## src/rtl/cdc_fifo_src_arb.sv

```systemverilog
// ---------------------------------------------------------------------------
// cdc_fifo_src_arb
//
// Source-side arbiter that funnels NUM_REQ requesters into the push port of a
// CDC FIFO. Selection is round-robin from a priority pointer. Once a
// requester is selected, the grant is held while the FIFO applies
// backpressure, so the presented data and index stay stable until the beat
// is accepted. The payload path is purely combinational.
//
// Build option:
//   CDC_FIFO_SRC_ARB_LOCK_EN  defined   : a beat ends a packet only when its
//                                          req_last_i bit is set, so a grant
//                                          is held for the whole packet.
//                             undefined : every accepted beat ends a packet
//                                          and req_last_i is ignored.
//
// Parameters:
//   T        payload type (same as the CDC FIFO payload type)
//   NUM_REQ  number of requesters, must be >= 2
//
// Ports:
//   src_clk_i     source-domain clock
//   src_rst_ni    asynchronous active-low reset
//   req_data_i    per-requester payload
//   req_valid_i   per-requester valid
//   req_last_i    per-requester end-of-packet flag, qualified by valid
//   req_ready_o   per-requester ready, at most one bit set
//   fifo_data_o   payload to the FIFO push port
//   fifo_valid_o  push valid
//   fifo_ready_i  push ready (FIFO not-full)
//   gnt_idx_o     index of the currently selected requester
//   busy_o        high while a grant is held across cycles
//
// state   | meaning
// --------+---------------------------------------------------------------
// IDLE    | no grant held; selection is re-arbitrated combinationally
// GRANTED | selection pinned to gnt_q until a packet-final beat transfers
// ---------------------------------------------------------------------------
module cdc_fifo_src_arb #(
  parameter type         T       = logic,
  parameter int unsigned NUM_REQ = 4,
  localparam int unsigned IDX_W  = $clog2(NUM_REQ)
) (
  input  logic               src_clk_i,
  input  logic               src_rst_ni,
  input  T                   req_data_i [NUM_REQ],
  input  logic [NUM_REQ-1:0] req_valid_i,
  input  logic [NUM_REQ-1:0] req_last_i,
  output logic [NUM_REQ-1:0] req_ready_o,
  output T                   fifo_data_o,
  output logic               fifo_valid_o,
  input  logic               fifo_ready_i,
  output logic [IDX_W-1:0]   gnt_idx_o,
  output logic               busy_o
);

  if (NUM_REQ < 2) begin : g_num_req_check
    $error("cdc_fifo_src_arb: NUM_REQ must be at least 2");
  end

  typedef enum logic {
    IDLE    = 1'b0,
    GRANTED = 1'b1
  } state_e;

  state_e           state_q, state_d;
  logic [IDX_W-1:0] rr_q, rr_d;
  logic [IDX_W-1:0] gnt_q, gnt_d;
  logic [IDX_W-1:0] arb_idx;
  logic             arb_found;
  logic [IDX_W-1:0] sel_idx;
  logic             sel_valid;
  logic             xfer;
  logic             pkt_final;
  int unsigned      cand;

  // Round-robin search starting at rr_q. The modulo keeps the wrap correct
  // when NUM_REQ is not a power of two.
  always_comb begin
    arb_idx   = rr_q;
    arb_found = 1'b0;
    cand      = 0;
    for (int unsigned k = 0; k < NUM_REQ; k++) begin
      cand = (32'(rr_q) + k) % NUM_REQ;
      if (!arb_found && req_valid_i[IDX_W'(cand)]) begin
        arb_idx   = IDX_W'(cand);
        arb_found = 1'b1;
      end
    end
  end

  always_comb begin
    sel_idx   = arb_idx;
    sel_valid = arb_found;
    if (state_q == GRANTED) begin
      sel_idx   = gnt_q;
      sel_valid = req_valid_i[gnt_q];
    end
  end

  assign xfer = sel_valid & fifo_ready_i;

`ifdef CDC_FIFO_SRC_ARB_LOCK_EN
  assign pkt_final = req_last_i[sel_idx];
`else
  logic unused_req_last;
  assign unused_req_last = ^req_last_i;
  assign pkt_final       = 1'b1;
`endif

  always_comb begin
    state_d = state_q;
    gnt_d   = gnt_q;
    rr_d    = rr_q;
    unique case (state_q)
      IDLE: begin
        // Hold the choice either because the FIFO stalled it or because the
        // packet continues past this beat.
        if (sel_valid && (!fifo_ready_i || !pkt_final)) begin
          state_d = GRANTED;
          gnt_d   = sel_idx;
        end
      end
      GRANTED: begin
        if (xfer && pkt_final) begin
          state_d = IDLE;
        end
      end
    endcase
    if (xfer && pkt_final) begin
      rr_d = (sel_idx == IDX_W'(NUM_REQ - 1)) ? '0 : sel_idx + IDX_W'(1);
    end
  end

  always_ff @(posedge src_clk_i or negedge src_rst_ni) begin
    if (!src_rst_ni) begin
      state_q <= IDLE;
      rr_q    <= '0;
      gnt_q   <= '0;
    end else begin
      state_q <= state_d;
      rr_q    <= rr_d;
      gnt_q   <= gnt_d;
    end
  end

  always_comb begin
    req_ready_o = '0;
    if (xfer) begin
      req_ready_o[sel_idx] = 1'b1;
    end
  end

  assign fifo_data_o  = req_data_i[sel_idx];
  assign fifo_valid_o = sel_valid;
  assign gnt_idx_o    = sel_idx;
  assign busy_o       = (state_q == GRANTED);

endmodule

```

## config.mk

```make
export PLATFORM = sky130hd
export DESIGN_NAME = cdc_fifo_src_arb
export DESIGN_NICKNAME = d
export VERILOG_FILES = /design/src/rtl/cdc_fifo_src_arb.sv
export SDC_FILE = /design/constraint.sdc
export NUM_CORES = 1
export LEC_CHECK = 0
export ABC_AREA = 0
export CORE_UTILIZATION = 35
export CTS_CLUSTER_DIAMETER = 200
export DETAILED_ROUTE_END_ITERATION = 7
export GPL_TIMING_DRIVEN = 0
export MAX_ROUTING_LAYER = met4
export PLACE_DENSITY_LB_ADDON = 0.25
export RECOVER_POWER = 100
export SLEW_MARGIN = 5
export SYNTH_ARGS = -nofsm -noshare
export SYNTH_HDL_FRONTEND = slang
export SYNTH_SLANG_ARGS = --single-unit
```

## constraint.sdc

```tcl
create_clock -name src_clk_i -period 2.2 [get_ports src_clk_i]
set_input_delay 0.33 -clock src_clk_i [delete_from_list [all_inputs] [get_ports src_clk_i]]
set_output_delay 0.33 -clock src_clk_i [all_outputs]
set_load 0.02 [all_outputs]
```

-- Word-level counts from Yosys, hierarchy flattened
Index checks and enable logic that the tools add are counted.
- input bits: 15
- logic and storage cells: 58
- RAM bits: 0
- memories kept: 0
- bits in registers: 5
- bits in read-only memories: 0
- latch bits: 0
- mux-type cells: 29
- bitwise gates (word level): 3
- add/sub/neg operators: 4
- equality and inequality tests: 1
- multipliers: 0
- divide/modulo/power cells: 0
- shift operators: 0
- $lt $le $gt $ge: 8
- reduce and logical (&&, ||, !) cells: 10
- operators by type and width (cell ; number):
    2-bit by 3-bit less-than comparator with 1-bit output, second input constant ; 6
    1-bit two-way mux ; 15
    1-bit binary-select mux with 2-bit select ; 6
    2-bit two-way mux ; 5
    1-bit logical AND ; 5
    2-bit by 1-bit adder with 2-bit output, second input constant ; 2
    2-bit adder, second input constant ; 2
    1-bit logical NOT ; 4
    4-bit two-way mux ; 1
    3-bit >= comparator, second input constant ; 1
    2-bit inverter with 3-bit output ; 1
    1-bit demux with 2-bit select ; 1
    2-bit == test, second input constant ; 1
    2-bit by 1-bit >= comparator with 1-bit output, second input constant ; 1
    1-bit case mux with 2 select lines ; 1
    2-bit AND reduction ; 1
    1-bit AND ; 1
    1-bit inverter ; 1

-- Depth between registers and ports, before layout
- depth in word-level cells: 18
- depth in mapped cells: 7
- depth with buffers taken out: 7

-- Worst setup path before layout
Ideal clock, no wire load.
- path kind: input port to output port
- start: in req_valid_i[0]
- end: out req_ready_o[3]
- arrival time: 1.757 ns
- stages on the path: 6
- slack: 0.113 ns
- required time: 1.870 ns
- path buffers: 0
- path through: nor2b_1 -> a2111oi_0 -> o22ai_1 -> inv_1 -> ha_1 -> and3_2
- word-level cells in the longest chain between the ends: 18
- ends and longest elaborated chain (element ; RTL line ; text):
    start, declared ; 47 ; input logic [NUM_REQ-1:0] req_valid_i,
    1-bit binary-select mux with 2-bit select ; 85 ; if (!arb_found && req_valid_i[IDX_W'(cand)]) begin
    1-bit two-way mux (implied by the code) ; 85 ;
    1-bit two-way mux ; 85 ;
    1-bit logical NOT ; 85 ;
    1-bit logical AND ; 85 ;
    1-bit two-way mux ; 85 ;
    1-bit logical NOT ; 85 ;
    1-bit logical AND ; 85 ;
    [... 3 more ...] ; n/a ;
    2-bit two-way mux * ; 85 ;
    2-bit two-way mux * ; 95 ; if (state_q == GRANTED) begin
    via gnt_idx_o[1] ; 53 ; output logic [IDX_W-1:0] gnt_idx_o,
    2-bit by 3-bit less-than comparator with 1-bit output (implied by the code) or 2-bit by 1-bit >= comparator with 1-bit output (tied branches) ; 150 ; req_ready_o[sel_idx] = 1'b1;
    1-bit logical AND (implied by the code) ; 150 ;
    1-bit two-way mux (implied by the code) ; 150 ;
    1-bit demux with 2-bit select * ; 150 ;
    4-bit two-way mux * ; 149 ; if (xfer) begin
    end, declared ; 49 ; output logic [NUM_REQ-1:0] req_ready_o,
Mark *: on every way through the listed nets, which the timed path passes. The rest lies on a longest branch. The select of a mux whose other input is x is not followed.

-- Worst setup path after layout
- start: reg rr_q[1]
- end: out req_ready_o[1]
- word-level cells in the longest chain between the ends: 18
- ends and longest elaborated chain (element ; RTL line ; text):
    start, declared ; 67 ; logic [IDX_W-1:0] rr_q, rr_d;
    start signal, assigned ; 142 ; rr_q <= rr_d;
    branches (longest 17 deep; another with 2-bit by 1-bit adder with 2-bit output) ; n/a ;
    4-bit two-way mux * ; 149 ;
Mark *: on every way between the ends. The select of a mux whose other input is x is not followed.

==> results.txt <==
Setup repair after global routing could not meet its margin everywhere. In this run the critical register-to-register path is launched from rr_q[1]$_DFFE_PN0P_. The mean instance size in the synthesized netlist is 9.31 um2. The number of diodes added for antenna fixing came out at 0. The clock transition at the registers of the reported paths came out at 0.05 ns. The share of the clock period used by the worst path came out at 106%. The initial standard-cell utilization of the core came out at 37.2%. IR analysis of the VDD net gives a maximum drop of 0.864 mV. The worst register-to-register path ends at rr_q[1]$_DFFE_PN0P_. The number of DRC violations after detailed routing is 0. The average wire per cell in the routed design came out at 13.7 um. The path class of the tightest hold or removal check is in2async.

The via count of the first global-routing pass is 468. The clock insertion delay at the later pin of the skew report came out at 0.24 ns. The count of cell types in the netlist is 25.

The residual antenna-violating net count after detailed routing is 0. The flow ran to the end, but the final reports show violations. Derived from the worst setup path, the maximum achievable clock frequency is 429 MHz. TritonCTS built the clock tree.

The depth of the most critical reg-to-reg path came out at 7. sky130_fd_sc_hd__dfrtp_1 takes more of the synthesized area than any other cell. By area the synthesized netlist is led by sky130_fd_sc_hd__dfrtp_1 (26%), sky130_fd_sc_hd__ha_1 (10%), sky130_fd_sc_hd__mux2i_1 (8.3%). The die area came out at 1540 um2. The worst setup path is of the reg2out kind. In this run the clock root is driven by a sky130_fd_sc_hd__clkbuf_4. The area of the mapped netlist came out at 484 um2.

The worst setup slack before clock tree synthesis is -1.11 ns. The max-capacitance violation count came out at 0. The post-synthesis register bit count is 5. Summed over all cells, the static leakage comes to 0.415 nW. The global-route congestion overflow total is 0. The standard cell core area is 1300 um2.

The y dimension of the die is 39.2 um. The part of the Yosys area used for sequential elements is 25.8%. The area of combinational cells with multiple inputs came out at 465 um2. The total CTS buffers is 3. The H-tree level count came out at 1. The total global-route track usage is 18.9%.

The power density over cell area came out at 1280 nW/um2. The post-synthesis net count came out at 71. The area growth from synthesis to layout is 91.7%.

Setup violations remaining at the end of the flow were counted as 5. The iteration count of the initial detailed-routing pass is 4. The number of clock sinks seen by CTS came out at 5.

The Yosys warning count came out at 0. The maximum count of clock buffers along a single path is 2. The total via count in the routed design came out at 527. The time the final worst path needs with I/O delays and setup came out at 2.33 ns. The setup slack of the worst register-to-register path is 0.35 ns. The checks that failed: setup timing. Across the routed clock network, the largest skew measured is 0.00687 ns.

Among all flip-flop cells after synthesis, the most frequent one is sky130_fd_sc_hd__dfrtp_1. The ratio of cells with drive above 1 in the final layout is 57.5%. The data required time of the critical path came out at 1.87 ns. The number of antenna violations at the first check in global routing was 0. The congestion estimate from routability-driven global placement came to 0.711.

The overall power consumption came out at 1.19 mW. Counting every instance in the synthesized netlist gives 52. The via-per-instance ratio is 5.17.

The wire length of the first global-routing pass came out at 1.93 mm. The async set-or-reset flop fraction in the synthesized netlist is 100%. The final critical-path setup slack came out at -0.129 ns.

The area share of the leading cell type in the synthesized netlist came out at 25.8%. The total wire length came out at 1.40 mm. The initialized floorplan defines 13 standard-cell rows. The estimated wirelength of the detail-placed design came out at 822 um.

Along the worst path, the maximum fanout reaches 5. The number of hold-slack violations in the final timing report is 0. STA classifies the critical path startpoint as a flip-flop. The maximum number of pins on one net before global-route repair came out at 9. Data arrives at the worst endpoint at 2.00 ns. The number of flops mapped to enable cells by yosys came out at 0. The element type at the critical path end is an output port. The actual slew at the worst max-slew pin came out at 0.638 ns. Counting instances in the post-synthesis netlist gives the leading cell types as sky130_fd_sc_hd__dfrtp_1 (5), sky130_fd_sc_hd__nand2_1 (5).

Headroom to the max-slew limit came out at 57.1%. The final net count came out at 107. In this run the horizontal extent of the chip is 39.2 um.

The sequential cell area in the final layout is 128 um2. The starting DRC count in detailed routing came out at 10. 24 I/O pins were placed. The count of final max-slew check failures came out at 0. During placement, the flow inserted port buffers numbering 19. The number of fill cells in the layout came out at 108.
## worst max path at each step
| stage | start | end | slack [ns] | cells past startpoint |
|---|---|---|---|---|
| floorplan | req_valid_i[0] | req_ready_o[3] | 0.11 | 6 |
| global placement | req_valid_i[3] | req_ready_o[3] | -1.09 | 8 |
| detailed placement | req_valid_i[3] | req_ready_o[2] | -1.11 | 8 |
| CTS | rr_q[1]$_DFFE_PN0P_ | req_ready_o[2] | -0.13 | 7 |
| global route | rr_q[1]$_DFFE_PN0P_ | req_ready_o[1] | -0.18 | 7 |
| finish | rr_q[1]$_DFFE_PN0P_ | req_ready_o[1] | -0.13 | 7 |
## cells by family after synthesis
| family | Yosys count | synth area share [%] |
|---|---|---|
| simple gates | 22 | 25.8 |
| compound gates | 9 | 13.4 |
| mux | 8 | 21.4 |
| flops | 5 | 25.8 |
| buf+inv | 4 | 3.10 |
| fa+ha+maj | 4 | 10.3 |
## power by group
group / internal (mW) / total [mW] / switching (mW)
clock network: 0.0685 / 0.105 / 0.0367
logic: 0.478 / 0.881 / 0.402
registers: 0.138 / 0.204 / 0.0662
total: 0.685 / 1.19 / 0.505
## routing by layer
metal / wire (um) / global-route usage (%) / up-vias
met5: 0 / - / -
met4: 0 / 0 / 0
met3: 51 / 5.20 / 0
met2: 728 / 34.6 / 15
met1: 617 / 21.7 / 247
li1: - / - / 265
## cell type report
type / count / share of cell area (%)
clock buffers: 4 / 2.83
inverters: 4 / 1.62
multi-input cells: 43 / 50.1
flip-flops and latches: 5 / 13.7
well taps: 15 / 2.02
repair buffers: 31 / 29.6
## cell usage in the layout (no fill, tap or decap), types with 3 or more instances in the layout
cell type                         instances
sky130_fd_sc_hd__buf_4                   10
sky130_fd_sc_hd__mux2i_1                  4
sky130_fd_sc_hd__clkdlybuf4s50_1          6
sky130_fd_sc_hd__clkbuf_4                 3
sky130_fd_sc_hd__ha_4                     3
sky130_fd_sc_hd__nand2_1                  5
sky130_fd_sc_hd__and3_4                   3
sky130_fd_sc_hd__dlygate4sd2_1            3
sky130_fd_sc_hd__dfrtp_1                  3
sky130_fd_sc_hd__buf_6                    6
## per-stage QoR
stage               TNS [ns]  hold WS (ns)  area, um2  std cells  util (%)
floorplan                  0        0.0344        484         52         -
global placement       -7.09         0.561        693         86      53.3
detailed placement     -7.19         0.571        693         86      53.3
CTS                   -0.377         0.319        873        100      67.1
global route          -0.773         0.397        928        102      71.3
finish                -0.354         0.381        928        102      71.3
## worst max-delay path, cell delays in order (launching register included)
cell	delay, ns
sky130_fd_sc_hd__dfrtp_2	0.45
sky130_fd_sc_hd__buf_4	0.16
sky130_fd_sc_hd__a2111oi_4	0.37
sky130_fd_sc_hd__o22ai_4	0.15
sky130_fd_sc_hd__buf_6	0.15
sky130_fd_sc_hd__ha_2	0.15
sky130_fd_sc_hd__and3_2	0.18
sky130_fd_sc_hd__buf_4	0.15
## repair_timing
item,4_1_cts,5_1_grt
resized for setup,57,16
endpoints found under the setup margin,9,7
gates cloned,0,0
pin swaps,4,9
setup buffers,10,3
hold buffers,0,0
Note: power is estimated with default switching activity, not from simulation.
